File: config.mk
export PLATFORM = sky130hd
export DESIGN_NAME = fetch_sequencer
export DESIGN_NICKNAME = d
export VERILOG_FILES = /design/src/rtl/fetch_sequencer.sv
export SDC_FILE = /design/constraint.sdc
export NUM_CORES = 1
export LEC_CHECK = 0
export CORE_ASPECT_RATIO = 1.4
export CORE_UTILIZATION = 29
export CTS_CLUSTER_SIZE = 14
export DETAILED_ROUTE_END_ITERATION = 10
export REMOVE_ABC_BUFFERS = 1
export SETUP_SLACK_MARGIN = 0.3
export SYNTH_ARGS = -nofsm -noshare
export SYNTH_HDL_FRONTEND = slang
export SYNTH_SLANG_ARGS = --single-unit
File: constraint.sdc
create_clock -name clk -period 12.5 [get_ports clk]
set_input_delay 1.25 -clock clk [delete_from_list [all_inputs] [get_ports clk]]
set_output_delay 1.25 -clock clk [all_outputs]
set_load 0.05 [all_outputs]
File: src/rtl/fetch_sequencer.sv
// fetch_sequencer: owns the PC, fetches over req/gnt/rvalid, feeds decode,
// applies redirects and drains outstanding data-memory ops on FENCE.
module fetch_sequencer #(
    parameter logic [31:0] RESET_PC        = 32'h0000_0000,
    parameter int          MAX_OUTSTANDING = 4,
    parameter int          CNT_W           = 3
) (
    input  logic        clk,
    input  logic        reset,
    output logic        imem_req,
    output logic [31:0] imem_addr,
    input  logic        imem_gnt,
    input  logic        imem_rvalid,
    input  logic [31:0] imem_rdata,
    output logic        instr_valid,
    output logic [31:0] instr,
    output logic [31:0] instr_pc,
    input  logic        instr_ready,
    input  logic        redirect_valid,
    input  logic [31:0] redirect_pc,
    input  logic        fence,
    input  logic [31:0] fence_pc,
    input  logic        mem_issue,
    input  logic        mem_done,
    output logic        mem_stall,
    output logic        fence_busy,
    output logic [31:0] predecessor,
    output logic [31:0] successor
);
    typedef enum logic [2:0] {S_BOOT, S_FETCH, S_WAIT, S_HOLD, S_FENCE} state_t;

    state_t             r_state, w_state_n;
    logic [31:0]        r_pc, w_pc_n, w_target;
    logic               r_squash, w_squash_n;
    logic               r_fence_pend, w_pend_n, w_pend;
    logic [CNT_W-1:0]   r_cnt, w_cnt_n;
    logic               w_gnt, w_hs, w_accept, w_inc, w_dec;

    assign mem_stall = r_cnt == CNT_W'(MAX_OUTSTANDING);

    always_comb begin
        w_target = redirect_pc & ~32'h3;
        w_gnt    = imem_req & imem_gnt;
        w_hs     = instr_valid & instr_ready;
        w_pend   = r_fence_pend | fence;
        // a response is only kept if nothing this cycle invalidates it
        w_accept = (r_state == S_WAIT) & imem_rvalid & ~r_squash & ~redirect_valid & ~fence;
        w_inc    = mem_issue & ~mem_stall;
        w_dec    = mem_done & (r_cnt != '0);
        w_cnt_n  = r_cnt + CNT_W'(w_inc) - CNT_W'(w_dec);
        case (r_state)
            S_BOOT:  w_state_n = w_pend ? S_FENCE : S_FETCH;
            S_FETCH: w_state_n = w_gnt ? S_WAIT : (w_pend ? S_FENCE : S_FETCH);
            S_WAIT:  w_state_n = !imem_rvalid ? S_WAIT : w_accept ? S_HOLD : (w_pend ? S_FENCE : S_FETCH);
            S_HOLD:  w_state_n = (w_hs | redirect_valid) ? (w_pend ? S_FENCE : S_FETCH) : S_HOLD;
            S_FENCE: w_state_n = (w_cnt_n == '0 && !fence) ? S_FETCH : S_FENCE;
            default: w_state_n = S_BOOT;
        endcase
        w_squash_n = (((r_state == S_FETCH) & w_gnt) | ((r_state == S_WAIT) & ~imem_rvalid)) & (redirect_valid | fence) ? 1'b1 :
                     ((r_state == S_WAIT) & imem_rvalid) ? 1'b0 : r_squash;
        w_pend_n   = fence ? 1'b1 : (r_state == S_FENCE && w_state_n == S_FETCH) ? 1'b0 : r_fence_pend;
        // redirect wins over the fence successor written in the same cycle
        w_pc_n     = redirect_valid ? w_target : fence ? fence_pc + 32'd4 : w_accept ? r_pc + 32'd4 : r_pc;
    end

    always_ff @(posedge clk or posedge reset) begin
        if (reset) begin
            r_state      <= S_BOOT;
            r_pc         <= RESET_PC;
            r_squash     <= 1'b0;
            r_fence_pend <= 1'b0;
            r_cnt        <= '0;
            imem_req     <= 1'b0;
            imem_addr    <= '0;
            instr_valid  <= 1'b0;
            instr        <= '0;
            instr_pc     <= '0;
            fence_busy   <= 1'b0;
            predecessor  <= '0;
            successor    <= '0;
        end else begin
            r_state      <= w_state_n;
            r_pc         <= w_pc_n;
            r_squash     <= w_squash_n;
            r_fence_pend <= w_pend_n;
            r_cnt        <= w_cnt_n;
            imem_req     <= (w_state_n == S_FETCH) & ~w_pend_n;
            imem_addr    <= w_pc_n;
            instr_valid  <= w_state_n == S_HOLD;
            fence_busy   <= w_state_n == S_FENCE;
            if (w_accept) begin
                instr    <= imem_rdata;
                instr_pc <= r_pc;
            end
            if (fence) begin
                predecessor <= fence_pc;
                successor   <= fence_pc + 32'd4;
            end
        end
    end
endmodule

==> flow_summary_export.csv <==
group,metric,value,unit
routing,wl_met3,1.07,mm
power_and_ir_drop,peakVddDrop,0.0954,mV
timing,clock.fmax,288,MHz
routing,drc,0,
clock_network,cts_root_buf,"clkbuf_16",
synthesis,yosysSeqAreaShare,52.4,%
floorplan,die_y,199,µm
worst_setup_path,crit_start,"mem_done",
synthesis,ys_async_sr_fraction,100,%
floorplan,io_pins,269,
cells_and_area,multi_input_area,0.00357,mm²
routing,viasPerCell,4.91,
worst_hold_path,worstHoldStart,"successor[10]$_DFFE_PP0P_",
clock_network,cts_resized,0,
power_and_ir_drop,p_per_area,134,mW/mm²
routing,dr.pass1.iters,5,
worst_setup_path,start_kind,"primary input",
worst_setup_path,cp-end-kind,"flop",
timing,report.final.setup_viol,0,
synthesis,synth.top_cell.area_share,52.4,%
routing,topRoutingLayerUsed,"met4",
synthesis,syn-cell-area,0.00806,mm²
clock_network,cts.path.max_buffers,2,
synthesis,ys_ff_latch,169,
power_and_ir_drop,p_leak,4.78,nW
placement,place.gp.congestion,0.810,
timing,relSlewSlack,44.2,%
worst_setup_path,r2r_start,"r_cnt[1]$_DFF_PP0_",
routing,drt-initial-drc-count,338,
worst_setup_path,critical_path_required,12.85,ns
timing,final.period_utilization,27.8,%
routing,routedWlPerCell,18.6,µm
cells_and_area,nFillCells,2652,
placement,hpwlAfterDp,18.7,mm
worst_setup_path,cp.arrival,3.82,ns
cells_and_area,regArea,0.00423,mm²
clock_network,clkLatencyLatePin,0.44,ns
floorplan,num_rows,71,
cells_and_area,nets,1086,
synthesis,netlist_instances,723,
routing,met2_wirelength,13.0,mm
cells_and_area,layout-drive-gt1-share,15.5,%
floorplan,start_util,29.8,%
synthesis,synth_area_leaders,"dfrtp_1 52%, mux2_2 13%, xnor2_1 2.8%, nor2_1 2.6%, a21oi_1 2.5%",
global_route,antenna_found_initial,2,
worst_setup_path,reg2reg_setup_slack,9.60,ns
synthesis,ys.warnings.count,0,
worst_setup_path,crit_fanout,5,
global_route,grt_usage,18.1,%
timing,worst_pin_slew,0.837,ns
clock_network,cts_hold_buffers,0,
floorplan,die_x,143,µm
synthesis,ys_types,69,
floorplan,dieArea,0.0285,mm²
routing,met1Wirelength,10.1,mm
clock_network,cts_sinks,169,
synthesis,synth.avg_cell_area,11.2,µm²
routing,ant_nets,0,
worst_setup_path,crit_type,"primary input to flop",
timing,period_minus_slack,3.47,ns
global_route,grt_max_degree,107,
synthesis,synth_area_leader_cell,"dfrtp_1",
clock_network,cts_tree,"done",
run,maxCapViolCount,0,
global_route,grt_pass1_vias,6485,
global_route,grt_overflow,0,
timing,finalSetupTns,0,ns
timing,drv_slew,0,
clock_network,post_cts_buffers,0,
timing,rsz0062_at_grt,"false",
power_and_ir_drop,totalPowerFinal,1.55,mW
worst_hold_path,hp-class,"flop to flop",
routing,via_count,6650,
worst_setup_path,critPathSlowestCell,"nor4_1",
placement,placed_cell_area,0.0110,mm²
timing,hold_viol_final,0,
synthesis,yosys_most_used_dff,"dfrtp_1",
timing,clock_skew,0.00967,ns
cells_and_area,fin_area,0.0116,mm²
worst_setup_path,cp_cell_sequence,"clkdlybuf4s50_1 > o31a_1 > ha_1 > inv_1 > ha_1 > inv_1 > fa_1 > xnor2_1 > xnor2_1 > nor4_1 > nand2_1 > a22oi_1",
run_status,outcome,"completed",
clock_network,cts_buffers,17,
cells_and_area,area_delta_synth_final,43.9,%
placement,portBuffers,266,
synthesis,synth_edf_count,0,
global_route,grt_pass1_wl,38.0,mm
clock_network,cts_max_level,4,
worst_setup_path,slowest_delay,0.54,ns
clock_network,cts.clk_slew.worst_paths,0.06,ns
routing,routed_wl,25.1,mm
floorplan,core_area,0.0271,mm²
-- where the power goes --
| part | switching [mW] | internal (mW) | total (mW) |
|---|---|---|---|
| logic | 0.242 | 0.149 | 0.391 |
| clock network | 0.225 | 0.297 | 0.523 |
| registers | 0.0490 | 0.591 | 0.640 |
| total | 0.516 | 1.04 | 1.55 |
-- placed cells by master (no fill, tap or decap), drive strengths merged, types with 4 or more instances in the layout --
cell           netlist  final
nand4               17     17
and3                 7      7
nor4                 8      8
o21ai               27     27
buf                 24      8
a22oi                5      5
inv                 15     15
clkbuf              15     19
o211ai               7      7
nand3               22     22
mux2                93     93
xor2                17     17
a21oi               42     42
clkinvlp             0      4
and2                 9      9
o22ai                6      6
clkinv               0      6
nand2               55     55
nor3                11     11
dfrtp              169    169
ha                   4      4
a31oi                8      8
and4                13     13
nand2b               4      4
o21a                15     15
clkdlybuf4s50        0    265
nor2                57     57
xnor2               26     26
-- registers in the layout, indices dropped and copies added, names as in the netlist, 3 cells and up --
register / flops
successor: 30
instr_pc: 32
r_state: 3
r_cnt: 3
predecessor: 32
instr: 32
r_pc: 32
-- stage by stage --
stage	worst slack, ns	cells	util, %	hold slack, ns
2_1_floorplan	6.67	684	-	0.490
3_3_place_gp	8.64	1322	40.7	0.461
3_5_place_dp	8.64	1322	40.7	0.467
4_1_cts	9.09	1353	42.8	0.481
5_1_grt	8.84	1355	42.8	0.501
6_report	9.03	1355	42.8	0.478
-- cells by family after synthesis --
group                    Yosys count  share of synthesized area [%]
AND/OR/NAND/NOR                  213                           13.7
buffers and inverters             54                           3.37
XOR/XNOR                          43                           4.67
AO/OA/AOI/OAI                    143                           11.6
flip-flops                       169                           52.4
multiplexers                      96                           13.4
adder cells (fa/ha/maj)            5                          0.869
-- cell type report --
type / count / area share [%]
Antenna cell: 2 / 0.0431
Clock buffer: 19 / 3.82
Clock inverter: 12 / 1.10
Inverter: 15 / 0.550
Multi-Input combinational cell: 500 / 30.8
Sequential cell: 169 / 36.4
Tap cell: 365 / 3.93
Timing Repair Buffer: 273 / 23.4
-- per-layer routing --
metal	global-route usage, %	up-vias
li1	-	3115
met1	21.3	3295
met2	30.8	198
met3	3.35	42
met4	9.88	0
met5	0	-
-- final timing paths --
path | cells past startpoint | endpoint
worst max register to register | 12 | r_state[0]$_DFF_PP0_
worst min-delay path | 1 | successor[10]$_DFFE_PP0P_
min in group asynchronous | 2 | instr[13]$_DFFE_PP0P_
worst min register to register | 1 | successor[10]$_DFFE_PP0P_
worst max-delay path | 12 | r_state[0]$_DFF_PP0_
max in group asynchronous | 3 | predecessor[0]$_DFFE_PP0P_
-- worst max-delay path: cells and delay by family --
family,cells,cell delay (ns)
xor gates and xnor gates,2,0.31
and+or+nand+nor,2,0.65
adders and majority gates,3,0.73
buffers and inverters,3,0.57
AOI/OAI and AO/OA,2,0.33
-- cells in the mapped netlist, drive strengths merged, types with 3 or more instances --
cell type and instances:
o21ai 27, o21a 15, and3 7, dfrtp 169, a22o 3, a211o 3, and4 13, clkbuf 15
o22ai 6, nand2 55, buf 24, nor2 57, a31oi 8, and2 9, nand2b 4, ha 4
a221oi 3, nor3 11, nor4 8, mux2i 3, nand3 22, xnor2 26, a22oi 5, a21boi 3
a21oi 42, mux2 93, xor2 17, or3 3, nand4 17, o211ai 7, inv 15
No activity file was read; power rests on OpenSTA's default activity.
